<file path="config.mk">
export PLATFORM = sky130hd
export DESIGN_NAME = regfile_mp
export DESIGN_NICKNAME = d
export VERILOG_FILES = /design/src/rtl/regfile_pkg.sv /design/src/rtl/regfile_wr_arbiter.sv /design/src/rtl/regfile_mp.sv
export SDC_FILE = /design/constraint.sdc
export NUM_CORES = 2
export LEC_CHECK = 0
export CAP_MARGIN = 10
export CORE_MARGIN = 4
export CORE_UTILIZATION = 35
export CTS_CLUSTER_DIAMETER = 200
export DETAILED_ROUTE_END_ITERATION = 16
export PLACE_DENSITY = 0.48
export SLEW_MARGIN = 20
export SYNTH_ARGS = -nofsm -noshare
export SYNTH_HDL_FRONTEND = slang
export SYNTH_SLANG_ARGS = --single-unit
</file>
<file path="constraint.sdc">
create_clock -name clock -period 102.5 [get_ports clock]
set_input_delay 15.375 -clock clock [delete_from_list [all_inputs] [get_ports clock]]
set_output_delay 15.375 -clock clock [all_outputs]
set_load 0.02 [all_outputs]
</file>
<file path="src/rtl/regfile_pkg.sv">
// Shared constants, address-width helper and word typedef for the multi-ported register file.
package regfile_pkg;
  localparam int XLEN_DEF  = 32;
  localparam int DEPTH_DEF = 32;

  function automatic int addr_width(input int depth);
    return (depth > 1) ? $clog2(depth) : 1;
  endfunction

  typedef logic [XLEN_DEF-1:0] word_t;
endpackage

</file>
<file path="src/rtl/regfile_wr_arbiter.sv">
// Combinational winner select for one address across all write ports; highest index wins.
module regfile_wr_arbiter #(
  parameter int AW     = 5,
  parameter int NWRITE = 2,
  parameter int SW     = 1
) (
  input  logic [NWRITE-1:0]    wr_en,
  input  logic [NWRITE*AW-1:0] wr_addr,
  input  logic [AW-1:0]        addr,
  output logic                 hit,
  output logic [SW-1:0]        sel
);
  always_comb begin
    hit = 1'b0;
    sel = '0;
    // Ascending scan so a later (higher-priority) port overrides earlier matches.
    for (int i = 0; i < NWRITE; i++) begin
      if (wr_en[i] && wr_addr[i*AW +: AW] == addr) begin
        hit = 1'b1;
        sel = SW'(i);
      end
    end
  end
endmodule

</file>
<file path="src/rtl/regfile_mp.sv">
// Multi-ported register file with busy scoreboard and debug port.
// Define REGFILE_BYPASS_EN to forward same-edge writes to the read ports.
module regfile_mp
  import regfile_pkg::*;
#(
  parameter int XLEN     = XLEN_DEF,
  parameter int DEPTH    = DEPTH_DEF,
  parameter int NREAD    = 2,
  parameter int NWRITE   = 2,
  parameter int ZERO_REG = 1,
  localparam int AW      = addr_width(DEPTH)
) (
  input  logic                   clock,
  input  logic                   reset,
  input  logic [NREAD*AW-1:0]    rd_addr,
  output logic [NREAD*XLEN-1:0]  rd_data,
  output logic [NREAD-1:0]       rd_busy,
  input  logic [NWRITE-1:0]      wr_en,
  input  logic [NWRITE*AW-1:0]   wr_addr,
  input  logic [NWRITE*XLEN-1:0] wr_data,
  input  logic                   claim_en,
  input  logic [AW-1:0]          claim_addr,
  input  logic [AW-1:0]          dbg_addr,
  output logic [XLEN-1:0]        dbg_data
);
  localparam int SW = (NWRITE > 1) ? $clog2(NWRITE) : 1;

  logic [NWRITE-1:0][XLEN-1:0] wr_word;
  logic [DEPTH-1:0][XLEN-1:0]  mem;
  logic [DEPTH-1:0]            busy;
  logic [DEPTH-1:0]            arb_hit, wr_hit, claim_hit;
  logic [DEPTH-1:0][SW-1:0]    arb_sel;
  logic [NREAD-1:0][XLEN-1:0]  rd_nxt;
  logic [NREAD-1:0]            rd_nxt_busy;

  assign wr_word = wr_data;

  for (genvar r = 0; r < DEPTH; r++) begin : g_reg
    localparam bit IS_ZERO = (ZERO_REG != 0) && (r == 0);
    regfile_wr_arbiter #(.AW(AW), .NWRITE(NWRITE), .SW(SW)) u_arb (
      .wr_en  (wr_en),
      .wr_addr(wr_addr),
      .addr   (AW'(r)),
      .hit    (arb_hit[r]),
      .sel    (arb_sel[r])
    );
    assign wr_hit[r]    = arb_hit[r] && !IS_ZERO;
    assign claim_hit[r] = claim_en && (claim_addr == AW'(r)) && !IS_ZERO;
  end

  // A claim outranks a same-edge write: a newer producer is still outstanding.
  always_ff @(posedge clock or posedge reset) begin
    if (reset) begin
      mem  <= '0;
      busy <= '0;
    end else begin
      for (int r = 0; r < DEPTH; r++) begin
        if (wr_hit[r]) mem[r] <= wr_word[arb_sel[r]];
        if (claim_hit[r])    busy[r] <= 1'b1;
        else if (wr_hit[r])  busy[r] <= 1'b0;
      end
    end
  end

  for (genvar k = 0; k < NREAD; k++) begin : g_rd
    logic [AW-1:0] a;
    assign a = rd_addr[k*AW +: AW];
`ifdef REGFILE_BYPASS_EN
    assign rd_nxt[k]      = wr_hit[a] ? wr_word[arb_sel[a]] : mem[a];
    assign rd_nxt_busy[k] = wr_hit[a] ? claim_hit[a] : busy[a];
`else
    assign rd_nxt[k]      = mem[a];
    assign rd_nxt_busy[k] = busy[a];
`endif
  end

  always_ff @(posedge clock or posedge reset) begin
    if (reset) begin
      rd_data  <= '0;
      rd_busy  <= '0;
      dbg_data <= '0;
    end else begin
      rd_data  <= rd_nxt;
      rd_busy  <= rd_nxt_busy;
      dbg_data <= mem[dbg_addr];
    end
  end
endmodule

</file>
==> flow_metrics.py <==
metrics = {
    "yosys": {
        "synthesis.nets": 6994,
        "synth_edf_count": 0,
        "synth.avg_cell_area_um2": 10.8,
        "yosysTopAreaCellShare_pct": 37.7,
        "synthTopCellsByArea": "dfrtp_1 38%, mux4_2 18%, mux2i_1 17%, a21oi_1 5.2%, nor2_1 4.0%",
        "synth-seq-area-share_pct": 37.7,
        "yosys.cell_count.top_type": "mux2i_1",
        "async_flop_share_pct": 100,
        "synth.distinct_cells": 35,
        "synth_top_flop_cell": "dfrtp_1",
        "netlist_area_mm2": 0.0744,
        "synthTopCellsByCount": "1288 x mux2i_1, 1121 x dfrtp_1, 785 x nor2_1, 768 x a21oi_1, 588 x mux4_2",
        "yosys_warnings": 0,
        "ys_seq_elements": 1121,
        "yosysTopAreaCell": "dfrtp_1",
        "syn_inst": 6895,
    },
    "worst_hold_path": {
        "whs_path_depth": 2,
        "min_path_type": "flip-flop to flip-flop",
        "min_from": "busy[26]",
        "min_to": "busy[26]",
    },
    "power_and_ir_drop": {
        "p_leak_uw": 0.0353,
        "ir_drop_uv": 18.5,
        "powerDensity_mw_per_mm2": 20.0,
    },
    "clock_network": {
        "cts_tree": "built",
        "numCtsBuffers": 141,
        "path_clk_slew_ns": 0.06,
        "clock_latency_ns": 0.83,
        "hold_buffers": 0,
        "cts-resized-gates": 0,
        "h-tree-depth": 4,
        "cts_sinks": 1121,
        "post_cts_buffers": 0,
        "clock_path_buffers": 3,
        "root_buffer": "clkbuf_16",
    },
    "job": {
        "maxCapViolations": 0,
    },
    "critical_path": {
        "r2r_slack_ns": 100.57,
        "r2r_start": "mem[282]",
        "reg2reg_to": "rd_data[58]",
        "worstPathArrival_ns": 20.84,
        "start_kind": "input port",
        "endpoint_kind": "flip-flop",
        "worstPathRequired_ns": 103.14,
        "path_class": "input port to flip-flop",
        "r2r_cells": 4,
        "worstPathMaxFanout": 42,
    },
    "placement": {
        "dp.cells": 9287,
        "dp_hpwl_um": 194000,
        "port_buffers": 196,
        "place_congestion": 0.860,
        "placed_area_mm2": 0.0786,
    },
    "floorplanning": {
        "rows": 169,
        "die_w_um": 469,
        "start_util_pct": 35.1,
        "dieArea_mm2": 0.220,
        "die_h_um": 469,
        "core_area_mm2": 0.212,
        "ios": 197,
    },
    "final_layout": {
        "nNetsFinal": 6709,
        "stdcell_count": 9559,
        "drive_gt1_share_pct": 18.2,
        "n_fill_cell": 20500,
        "fin_area_mm2": 0.0833,
        "utilization_pct": 39.3,
        "syn2layout_area_growth_pct": 11.9,
    },
    "sta": {
        "hold_slack_ns": 0.542,
        "slew_viol_final": 0,
        "fin_setup_tns_ns": 0,
        "finalSetupViolCount": 0,
        "hold_violations": 0,
        "max_freq_mhz": 49.5,
        "rsz0062_at_grt": "no",
        "fin_worst_skew_ns": 0.0390,
        "worst_pin_slew_ns": 1.26,
        "fin_crit_sh_pct": 19.7,
        "min_period_ns": 20.20,
        "maxSlewHeadroom_pct": 15.8,
    },
    "drt": {
        "vias_per_cell": 6.32,
        "met2WireLength_um": 156000,
        "drtIter0Drc": 7057,
        "met3WireLength_um": 27600,
        "m1WireLength_um": 134000,
        "top_layer": "met5",
        "drc": 0,
        "drtPass1Iterations": 6,
        "drtAntennaViolNets": 0,
        "wl_per_cell_um": 35.4,
        "num_vias": 60400,
        "routed_wl_um": 338000,
    },
    "grt": {
        "grt_max_degree": 155,
        "antenna_found_initial": 19,
        "grt_usage_pct": 30.3,
        "grt_pass1_wl_um": 474000,
        "grt_pass1_vias": 58800,
        "grt.overflow.total": 0,
    },
    "status": {
        "status": "completed",
    },
}
[cell usage in the layout (no fill, tap or decap), types with 15 or more instances in the layout]
cell and instances:
and2_1 100, nand2_4 21, a32o_1 20, nand2_1 253, o31ai_1 98, nor2_4 15
clkinv_2 18, o21ai_1 131, a211oi_1 98, clkbuf_16 143, o21ai_0 202, clkbuf_8 30
mux2_2 97, a21oi_1 768, o22ai_1 98, mux4_2 588, a22o_1 293, dfrtp_1 1121
clkbuf_1 43, nor2_1 778, clkdlybuf4s50_1 176, mux2i_1 1288, buf_4 211
[sequential cells by signal, summed over array words and instances (netlist names)]
register / flops
busy: 31
rd_data: 64
dbg_data: 32
rd_busy: 2
mem: 992
[how the worst max path moves through the flow]
stage,start,cells after the start,to
after global placement,rd_addr[5],10,rd_data[33]
after CTS,rd_addr[5],10,rd_data[33]
after global routing,rd_addr[5],10,rd_data[33]
after detailed placement,rd_addr[5],10,rd_data[33]
final,rd_addr[5],10,rd_data[33]
after floorplan,reset,1,busy[10]
[per-stage QoR]
stage	power, µW	setup slack (ns)
global placement	1130	81.46
finish	1660	82.30
floorplan	998	55.56
detailed placement	1150	81.44
global route	1740	81.95
CTS	1670	82.28
[critical path: stages]
cell     delay, ns
buf_8         0.37
buf_4         0.81
buf_4         0.75
buf_4         0.75
buf_4         0.76
buf_4         0.59
mux4_2        0.57
a22o_1        0.24
o21ai_1       0.19
o31ai_1       0.11
[routing by layer]
metal / GRT usage [%] / up-vias
met3: 6.16 / 898
met5: 0 / -
met1: 39.3 / 31000
met2: 48.3 / 3296
li1: - / 25200
met4: 15.1 / 2
[power by group]
group	switching, µW	internal, µW	total [µW]
Clock	219	298	517
Sequential	119	561	679
Combinational	210	257	467
[kinds of logic after synthesis]
family	after synthesis	share of synthesized area, %
simple gates	1242	6.92
compound gates	1708	13.9
flops	1121	37.7
mux	1973	36.6
buf+inv	851	4.88
[layout make-up]
class                   count  area, µm²  area share [%]
clock buffers             216       4150            4.99
inverters                  13       57.6          0.0691
diodes                     13       32.5          0.0391
well taps                2821       3530            4.24
clock inverters            42        509           0.611
repair buffers            410       3670            4.41
flip-flops and latches   1121      28100            33.7
multi-input cells        4923      43300            52.0
Power figures use the tool's default switching activity.
